File: src/rtl/wallace_row_resolver_pkg.sv
// Shared multiplier package: the default row and split widths, plus the
// stage-1 payload carried between the two halves of the final adder.
package wallace_row_resolver_pkg;

  localparam int MUL_W     = 10;
  localparam int MUL_SPLIT = 5;
  localparam int MUL_HW    = MUL_W - MUL_SPLIT;

  // Registered after the low-slice add: the low sum, its carry, and the
  // untouched high slices waiting for stage 2.
  typedef struct packed {
    logic [MUL_SPLIT-1:0] lo;
    logic                 c;
    logic [MUL_HW-1:0]    r1_hi;
    logic [MUL_HW-1:0]    r2_hi;
  } s1_payload_t;

endpackage

File: src/rtl/wallace_row_resolver_rca.sv
// Parameterised ripple-carry adder slice: sum = a + b + cin, cout = carry out.
module rca_slice #(
  parameter int N = 5
) (
  input  logic [N-1:0] a,
  input  logic [N-1:0] b,
  input  logic         cin,
  output logic [N-1:0] sum,
  output logic         cout
);

  logic [N:0] carry;

  // Bit-serial carry chain, one full adder per bit.
  always_comb begin
    carry    = '0;
    sum      = '0;
    carry[0] = cin;
    for (int i = 0; i < N; i++) begin
      sum[i]       = a[i] ^ b[i] ^ carry[i];
      carry[i+1]   = (a[i] & b[i]) | (carry[i] & (a[i] ^ b[i]));
    end
  end

  assign cout = carry[N];

endmodule

File: src/rtl/wallace_row_resolver.sv
// Final carry-propagate adder for the reduction tree: adds the sum and carry
// rows in two pipelined slices (low slice, then high slice with the low carry).
// The stage-1 payload type follows the package widths, so W/SPLIT overrides
// must be made in the package rather than on the instance.
module wallace_row_resolver
  import wallace_row_resolver_pkg::*;
#(
  parameter int W     = MUL_W,
  parameter int SPLIT = MUL_SPLIT
) (
  input  logic         clk,
  input  logic         rst,
  input  logic         in_valid,
  output logic         in_ready,
  input  logic [W-1:0] r1,
  input  logic [W-1:0] r2,
  output logic         out_valid,
  input  logic         out_ready,
  output logic [W-1:0] product,
  output logic         ovf,
  output logic         ovf_sticky
);

  localparam int HW = W - SPLIT;

  // Handshake: a side transfers on the rising edge where valid && ready are
  // both high. in_ready depends only on stage occupancy, out_ready and rst,
  // never on in_valid; out_valid is the stage-2 valid flop. A stage loads
  // when it is empty or its contents move downstream in the same cycle.

  logic          s1_valid_q, s1_valid_d;
  logic          s2_valid_q, s2_valid_d;
  s1_payload_t   s1_q, s1_d;
  logic [W-1:0]  product_q, product_d;
  logic          ovf_q, ovf_d;
  logic          ovf_sticky_q, ovf_sticky_d;

  logic [SPLIT-1:0] lo_sum;
  logic             lo_cout;
  logic [HW-1:0]    hi_sum;
  logic             hi_cout;

  logic in_fire;
  logic out_fire;
  logic s2_load;

  rca_slice #(.N(SPLIT)) u_lo_slice (
    .a    (r1[SPLIT-1:0]),
    .b    (r2[SPLIT-1:0]),
    .cin  (1'b0),
    .sum  (lo_sum),
    .cout (lo_cout)
  );

  rca_slice #(.N(HW)) u_hi_slice (
    .a    (s1_q.r1_hi),
    .b    (s1_q.r2_hi),
    .cin  (s1_q.c),
    .sum  (hi_sum),
    .cout (hi_cout)
  );

  // Handshake decode: stage 2 drains on out_ready, stage 1 advances into an
  // empty or draining stage 2, input is refused only when both are stuck.
  always_comb begin
    in_ready = !rst && (!s1_valid_q || !s2_valid_q || out_ready);
    in_fire  = in_valid && in_ready;
    out_fire = s2_valid_q && out_ready;
    s2_load  = s1_valid_q && (!s2_valid_q || out_ready);
  end

  // Next-state for both stages; payloads only change when their stage loads.
  always_comb begin
    s1_valid_d   = s1_valid_q;
    s1_d         = s1_q;
    s2_valid_d   = s2_valid_q;
    product_d    = product_q;
    ovf_d        = ovf_q;
    ovf_sticky_d = ovf_sticky_q | (out_fire & ovf_q);

    if (in_fire) begin
      s1_valid_d = 1'b1;
      s1_d.lo    = lo_sum;
      s1_d.c     = lo_cout;
      s1_d.r1_hi = r1[W-1:SPLIT];
      s1_d.r2_hi = r2[W-1:SPLIT];
    end else if (s2_load) begin
      s1_valid_d = 1'b0;
    end

    if (s2_load) begin
      s2_valid_d = 1'b1;
      product_d  = {hi_sum, s1_q.lo};
      ovf_d      = hi_cout;
    end else if (out_fire) begin
      s2_valid_d = 1'b0;
    end
  end

  // State registers with synchronous reset discarding any in-flight pairs.
  always_ff @(posedge clk) begin
    if (rst) begin
      s1_valid_q   <= 1'b0;
      s1_q         <= '0;
      s2_valid_q   <= 1'b0;
      product_q    <= '0;
      ovf_q        <= 1'b0;
      ovf_sticky_q <= 1'b0;
    end else begin
      s1_valid_q   <= s1_valid_d;
      s1_q         <= s1_d;
      s2_valid_q   <= s2_valid_d;
      product_q    <= product_d;
      ovf_q        <= ovf_d;
      ovf_sticky_q <= ovf_sticky_d;
    end
  end

  assign out_valid  = s2_valid_q;
  assign product    = product_q;
  assign ovf        = ovf_q;
  assign ovf_sticky = ovf_sticky_q;

endmodule

File: config.mk
export PLATFORM = sky130hd
export DESIGN_NAME = wallace_row_resolver
export DESIGN_NICKNAME = d
export VERILOG_FILES = /design/src/rtl/wallace_row_resolver_pkg.sv /design/src/rtl/wallace_row_resolver_rca.sv /design/src/rtl/wallace_row_resolver.sv
export SDC_FILE = /design/constraint.sdc
export NUM_CORES = 1
export LEC_CHECK = 0
export BUFFER_PORTS_ARGS = -buffer_cell sky130_fd_sc_hd__buf_2
export CAP_MARGIN = 20
export CORE_MARGIN = 4
export CORE_UTILIZATION = 51
export DETAILED_ROUTE_END_ITERATION = 8
export PLACE_DENSITY = 0.89
export SETUP_SLACK_MARGIN = 0.05
export SLEW_MARGIN = 5
export SYNTH_ARGS = -nofsm -noshare
export SYNTH_HDL_FRONTEND = slang
export SYNTH_SLANG_ARGS = --single-unit
File: constraint.sdc
create_clock -name clk -period 2.95 [get_ports clk]
set_input_delay 0.1475 -clock clk [delete_from_list [all_inputs] [get_ports clk]]
set_output_delay 0.1475 -clock clk [all_outputs]
set_load 0.05 [all_outputs]
After elaboration in Yosys (flattened, before gate mapping)

Index checks and enable logic that the tools add are counted.

Muxes and demuxes: 4
Reductions and logical operators: 12
Bitwise operators: 49

Operator list:

| kind               | count |
|---|---|
| bitwise AND 1 bit  | 20 |
| bitwise XOR 1 bit  | 19 |
| bitwise OR 1 bit   | 10 |
| logical AND 1 bit  | 4 |
| 2-to-1 mux 1 bit   | 4 |
| nonzero test 2 bit | 2 |
| logical NOT 1 bit  | 3 |
| logical OR 1 bit   | 3 |

Output and inout port bits: 14
Word-level logic and storage cells: 74
Flip-flop bits (word level): 30

Depth between registers and ports, before layout

Gate-level depths: netlist (run 1).

Word-level depth: 11
Gate-level depth with buffers: 9
Depth with buffers taken out: 9

Modules after synthesis

A second synthesis (run 1) with hierarchy kept.

Cell total of the unflattened synthesis: 145
Area total of the unflattened synthesis: 1,488.9 µm²

By module, submodules not included:

| module               | times used | sequential area each (µm²) | cells each | area each (µm²) |
|---|---|---|---|---|
| wallace_row_resolver | 1          | 600.6                      | 115        | 1,213.7 |
| rca_slice            | 2          | 0.0                        | 15         | 137.6 |

Worst setup path before layout (run 1)

OpenSTA, ideal clock, no wires.

Path type: reg-to-reg
From: register s1_q[0] in the netlist's numbering
To: register product_q[9], in the netlist product[9]
Period minus slack after synthesis: 2,462 ps
Data required time: 2,859 ps
Cell stages (with the launch flop): 10
Buffers on the path: 0
Arrival: 2,371 ps
Setup slack: 488 ps
Setup time: 91 ps
Cells stage by stage: dfxtp_1 > fa_1 > inv_1 > fa_1 > inv_1 > fa_1 > fa_1 > inv_1 > fa_1 > a311oi_1

Longest elaborated chain between the ends: 10

RTL lines:

| what                     | RTL line                       | RTL |
|---|---|---|
| start: declaration       | wallace_row_resolver.sv:33     | `s1_payload_t s1_q, s1_d;` |
| start signal: assignment | wallace_row_resolver.sv:104    | `s1_q <= '0;` |
| start signal: assignment | wallace_row_resolver.sv:111    | `s1_q <= s1_d;` |
| bitwise XOR 1 bit        | wallace_row_resolver_rca.sv:21 | `carry[i+1] = (a[i] & b[i]) \| (carry[i] & (a[i] ^ b[i]));` |
| bitwise AND 1 bit        | wallace_row_resolver_rca.sv:21 |  |
| bitwise OR 1 bit (*)     | wallace_row_resolver_rca.sv:21 |  |
| bitwise AND 1 bit (*)    | wallace_row_resolver_rca.sv:21 |  |
| bitwise OR 1 bit (*)     | wallace_row_resolver_rca.sv:21 |  |
| bitwise AND 1 bit (*)    | wallace_row_resolver_rca.sv:21 |  |
| bitwise OR 1 bit (*)     | wallace_row_resolver_rca.sv:21 |  |
| bitwise AND 1 bit (*)    | wallace_row_resolver_rca.sv:21 |  |
| bitwise OR 1 bit (*)     | wallace_row_resolver_rca.sv:21 |  |
| bitwise XOR 1 bit (*)    | wallace_row_resolver_rca.sv:20 | `sum[i] = a[i] ^ b[i] ^ carry[i];` |
| end signal: assignment   | wallace_row_resolver.sv:113    | `product_q <= product_d;` |
| end: declaration         | wallace_row_resolver.sv:34     | `logic [W-1:0] product_q, product_d;` |

Every way passes the cells marked *; elsewhere a longest branch is shown, timed or not.
A chain may end at the register's enable or synchronous reset.

Worst setup path in the final report (run 1)

Same ends and word-level chain as after synthesis.

==> reports/metrics.yaml, run 1 <==
outcome: "finished clean"
cap_viol_max_count: 0
finalNetCount: 214
core.rowCount: 19
ys_top_cells_by_count: "30 x dfxtp_1, 19 x nand2b_1, 17 x a21oi_1"
timing.final.crit_share_pct: 87.8
synth_seq_area_share_pct: 41.6
slew_headroom_pct: 58.8
synthesis.nets: 180
rr_worst_depth: 9
power_uw: 899
ys_seq_elements: 30
whs_path_depth: 3
cts_root_buf: "clkbuf_4"
overflow: 0
synth_ff_type: "dfxtp_1"
leakagePower_nw: 0.745
reg2reg_setup_slack_ns: 0.36
worstHoldStart: "r1[7]"
r2r_end: "product[9]"
drt_wl_total_um: 2760
dr_total_vias: 1116
synth_area_leaders: "dfxtp_1 42%, fa_1 12%, nand2b_1 8.2%"
ys_types: 22
post-route-drc-count: 0
vdd_ir_drop_max_mv: 0.387
fin_skew_ns: 0.00279
coreArea_sq_um: 2730
crit_fanout: 2
place_congestion: 0.722
slew_violations: 0
num_io_pins: 38
arrival_ns: 2.83
syn_inst: 146
cp.required_ns: 3.19
grt_pass1_wl_um: 4450
fmax_mhz: 386
synth_area_sq_um: 1450
port-buffer-count: 37
clk_latency_ns: 0.33
crit_path_start_kind: "flip-flop"
clock-sinks: 30
dp_hpwl_um: 2110
viasPerCell: 5.26
post_cts_buffers: 0
start_util_pct: 52.9
hp-class: "input port to flip-flop"
synth_warnings: 0
syn-mean-instance-area_sq_um: 9.90
drive_above_1_share_pct: 26.0
grt_setup_unrepaired: "false"
die_area_sq_um: 3750
worstSetupEndpointType: "flip-flop"
cts.clk_slew.worst_paths_ns: 0.09
worstSetupPathType: "flip-flop to flip-flop"
fp.dieH_um: 61.2
first_pass_iters: 4
numCtsBuffers: 5
setup_viol: 0
cts_tree: "yes"
synth-async-reset-ratio_pct: 0
synth_edf_count: 0
postCtsHoldBufs: 0
postRouteAntennaNets: 0
yosysTopAreaCell: "dfxtp_1"
tns_ns: 0
cts_buffer_depth: 2
htreeDepth: 2
grt_pass1_vias: 1064
area_delta_synth_final_pct: 17.1
wl_per_cell_um: 13.0
drtIter0Drc: 18
die_x_um: 61.2
cts_resized: 0
min_period_ns: 2.59
track_usage_pct: 16.3
antenna_found_initial: 0
diodes: 0
hold-path-endpoint: "s1_q[7]"
tightest_slew_ns: 0.617
power_density_nw_per_um2: 532
yosys.area.top_type_share_pct: 41.6
reg2reg_from: "s1_q[0]"
grt_max_degree: 45
synth.most_common_cell: "dfxtp_1"
hold_violations: 0
## flip-flops by register name, summed over array words and instances (netlist names)
name	flops
s1_valid_q	1
product	10
ovf	1
s1_q	16
ovf_sticky	1
out_valid	1
## cell type report
type / instances / area [sq um]
Clock buffer: 8 / 78.8
Multi-Input combinational cell: 90 / 728
Timing Repair Buffer: 37 / 185
Fill cell: 226 / 1040
Tap cell: 31 / 38.8
Inverter: 16 / 60.1
Sequential cell: 30 / 601
## cells in the final DEF (no fill, tap or decap), drive strengths merged
cell type	Yosys	layout
buf	4	37
dfxtp	30	30
nand2b	19	19
a21oi	18	18
inv	16	16
mux2i	9	9
fa	9	9
nand3	8	8
o21ai	8	8
clkbuf	6	8
nand4b	4	4
o31ai	4	4
a211oi	3	3
a311oi	3	3
nor2b	1	1
nand3b	1	1
a31oi	1	1
nor2	1	1
ha	1	1
## power breakdown
| part | switching, mW | leakage [nW] | internal, mW |
|---|---|---|---|
| sequential | 0.0181 | 0.246 | 0.431 |
| clock | 0.138 | 0.0446 | 0.163 |
| combinational | 0.0923 | 0.454 | 0.0571 |
| total | 0.249 | 0.745 | 0.651 |
## metrics by stage
stage / instances / cell area [sq um] / util (%) / hold WS, ns / setup slack [ns]
4_1_cts: 212 / 1690 / 61.9 / 0.0518 / 0.362
2_1_floorplan: 146 / 1450 / - / 0.302 / 0.488
6_report: 212 / 1690 / 61.9 / 0.0627 / 0.361
5_1_grt: 212 / 1690 / 61.9 / 0.0448 / 0.290
3_5_place_dp: 204 / 1610 / 59.0 / 0.416 / 0.399
3_3_place_gp: 204 / 1610 / 59.0 / 0.409 / 0.446
## critical path, cell delays in order, from the launching register on
cell and delay (ns):
dfxtp_1 0.34, fa_1 0.41, inv_1 0.07, fa_1 0.15
inv_1 0.05, fa_1 0.38, fa_1 0.38, inv_1 0.08
fa_1 0.40, a311oi_1 0.25
## metal layers
metal | wire (um) | GRT usage [%]
met5 | 0 | 0
met4 | 36 | 6.81
met3 | 230 | 6.92
met2 | 1340 | 25.8
met1 | 1150 | 19.4
## cells by family (layout without fill, tap and decap cells)
logic type | after synthesis | count (layout) | share of synthesized area [%]
multiplexers | 9 | 9 | 6.23
AO/OA/AOI/OAI | 37 | 37 | 15.7
buffers and inverters | 26 | 61 | 8.05
adder cells (fa/ha/maj) | 10 | 10 | 13.3
AND/OR/NAND/NOR | 34 | 34 | 15.2
flip-flops | 30 | 30 | 41.6
## how the worst max path moves through the flow
stage	slack (ns)	cells after the start	end	startpoint
5_1_grt	0.29	9	product[9]	s1_q[0]
3_5_place_dp	0.40	9	product[9]	s1_q[0]
2_1_floorplan	0.49	9	product[9]	s1_q[0]
3_3_place_gp	0.45	9	product[9]	s1_q[0]
4_1_cts	0.36	9	product[9]	s1_q[0]
6_report	0.36	9	product[9]	s1_q[0]
Note: power is estimated with default switching activity, not from simulation.
==> run 2, diff against run 1 <==
Settings changed: CELL_PAD_IN_SITES_DETAIL_PLACEMENT from default to 2, CELL_PAD_IN_SITES_GLOBAL_PLACEMENT from default to 2, CORE_UTILIZATION 51 to 31, PLACE_DENSITY 0.89 to 0.88.
==> run 2 against run 1 <==
Wire length up 42%; core utilization down 22 points; die area up 55%; combinational power up 6%; clock-buffer cell count down 2; flip-flop and latch count unchanged; largest cell class unchanged; largest power group unchanged.
==> reports/metrics.yaml, run 2 (same netlist as run 1, synthesis figures left out) <==
leakagePower_nw: 0.757  # +1.7%
drtIter0Drc: 51  # +33
hold-path-endpoint: "s1_q[2]"
area_delta_synth_final_pct: 21.2
reg2reg_setup_slack_ns: 0.18  # -0.18 ns
post-route-drc-count: 0  # unchanged
dp_hpwl_um: 2650  # +26%
cts_buffer_depth: 2  # unchanged
coreArea_sq_um: 4440  # +63%
fmax_mhz: 361  # -6.5%
reg2reg_from: "s1_q[0]"
stdcell_count: 232  # +9.4%
crit_fanout: 2  # unchanged
htreeDepth: 2  # unchanged
viasPerCell: 5.00  # -5.0%
num_io_pins: 38  # unchanged
cts.clk_slew.worst_paths_ns: 0.06  # -0.03 ns
dpl_cell_area_sq_um: 1640  # +1.6%
crit_path_start_kind: "flip-flop"
arrival_ns: 2.95  # +0.12 ns
power_density_nw_per_um2: 592  # +11%
antenna_found_initial: 0  # unchanged
cp.required_ns: 3.13  # -0.06 ns
min_period_ns: 2.77  # +0.181 ns
start_util_pct: 32.5  # -20 points
critPathMaxStageDelay_ns: 0.43  # +0.02 ns
slew_violations: 0  # unchanged
grt_pass1_vias: 1194  # +12%
cp_cell_sequence: "fa_1 -> inv_1 -> fa_1 -> inv_1 -> fa_1 -> fa_1 -> inv_1 -> fa_1 -> a311oi_1"
path_common_cell: "fa_1"
largest_register: "s1_q"
wl_per_cell_um: 16.9  # +30%
clock-sinks: 30  # unchanged
grt_setup_unrepaired: "false"
cts_tree: "yes"
r2r_end: "product[9]"
cp_top_family: "adder cells"
final_area_sq_um: 1750  # +3.6%
fin_util_pct: 39.4  # -22 points
rr_worst_depth: 9  # unchanged
numCtsBuffers: 5  # unchanged
vdd_ir_drop_max_mv: 0.228  # -41%
worstHoldStart: "r2[7]"
hold_violations: 0  # unchanged
clk_latency_ns: 0.28  # -0.05 ns
postRouteAntennaNets: 0  # unchanged
worstSetupEndpointType: "flip-flop"
port-buffer-count: 37  # unchanged
cts_resized: 0  # unchanged
drive_above_1_share_pct: 25.6  # -0.41 points
power_mw: 1.04  # +15%
finalNetCount: 214  # unchanged
post_cts_buffers: 0  # unchanged
timing.final.crit_share_pct: 93.9  # +6.2 points
whs_path_depth: 3  # unchanged
grt_pass1_wl_um: 6350  # +43%
setup_viol: 0  # unchanged
fillers: 495  # +120%
final_cell_mix: "37 x buf_2, 30 x dfxtp_1, 19 x nand2b_1"
cap_viol_max_count: 0  # unchanged
largest_register_ff_count: 16  # unchanged
track_usage_pct: 13.9  # -2.4 points
outcome: "finished clean"
worstSetupPathType: "flip-flop to flip-flop"
first_pass_iters: 4  # unchanged
dp.cells: 225  # +10%
slew_headroom_pct: 53.9  # -4.9 points
core.rowCount: 24  # +5
fp.dieH_um: 76.3  # +25%
postCtsHoldBufs: 0  # unchanged
fin_skew_ns: 0.00211  # -0.000685 ns
crit_buf_inv: 3  # unchanged
grt_max_degree: 45  # unchanged
tns_ns: 0  # unchanged
dr_total_vias: 1160  # +3.9%
hp-class: "input port to flip-flop"
tightest_slew_ns: 0.691  # +0.0740 ns
layout_commonest_cell: "buf_2"
slowest_stage: "fa_1"
diodes: 0  # unchanged
drt_wl_total_um: 3920  # +42%
place_congestion: 0.718  # -0.62%
cts_root_buf: "clkbuf_8"
overflow: 0  # unchanged
die_area_sq_um: 5820  # +55%
die_x_um: 76.3  # +25%
run 2: cell count changes in the layout (fill, tap and decap cells not counted):
cell / change
clkbuf_8: +3
bufinv_16: +1
clkbuf_4: -5
run 2: through the flow:
step	hold slack [ns]	setup WS (ns)
6_report	0.129	0.180
5_1_grt	0.145	0.0705
4_1_cts	0.131	0.181
3_5_place_dp	0.423	0.313
3_3_place_gp	0.416	0.434
2_1_floorplan	0.302	0.488
run 2: cell type report:
cell class                 count  area, sq um  area share, %
multi-input combinational     90          728           41.6
sequential                    30          601           34.3
timing repair buffer          37          185           10.6
clock buffer                   6         82.6           4.71
tap                           52         65.1           3.71
inverter                      16         60.1           3.43
clock inverter                 1         30.0           1.71
run 2: worst reg2reg max path: stages (launching register included):
cell and delay (ns):
dfxtp_1 0.34, fa_1 0.43, inv_1 0.08, fa_1 0.17
inv_1 0.06, fa_1 0.40, fa_1 0.41, inv_1 0.09
fa_1 0.41, a311oi_1 0.28
run 2: layer usage:
metal	global-route usage (%)	vias to the layer above	wire (um)
met5	0	-	0
met4	4.89	0	59
met3	3.66	7	154
met2	21.9	29	1810
met1	18.4	565	1900
li1	-	559	-
run 2: power breakdown:
part / switching [mW] / total, mW / internal, mW
clock: 0.157 / 0.427 / 0.270
combinational: 0.0999 / 0.158 / 0.0578
sequential: 0.0206 / 0.452 / 0.431
total: 0.278 / 1.04 / 0.759
run 2: worst max path at each step:
stage            start    endpoint  slack, ns  cells after the start
2_1_floorplan  s1_q[0]  product[9]       0.49                      9
3_3_place_gp   s1_q[0]  product[9]       0.43                      9
3_5_place_dp   s1_q[0]  product[9]       0.31                      9
4_1_cts        s1_q[0]  product[9]       0.18                      9
5_1_grt        s1_q[0]  product[9]       0.07                      9
6_report       s1_q[0]  product[9]       0.18                      9
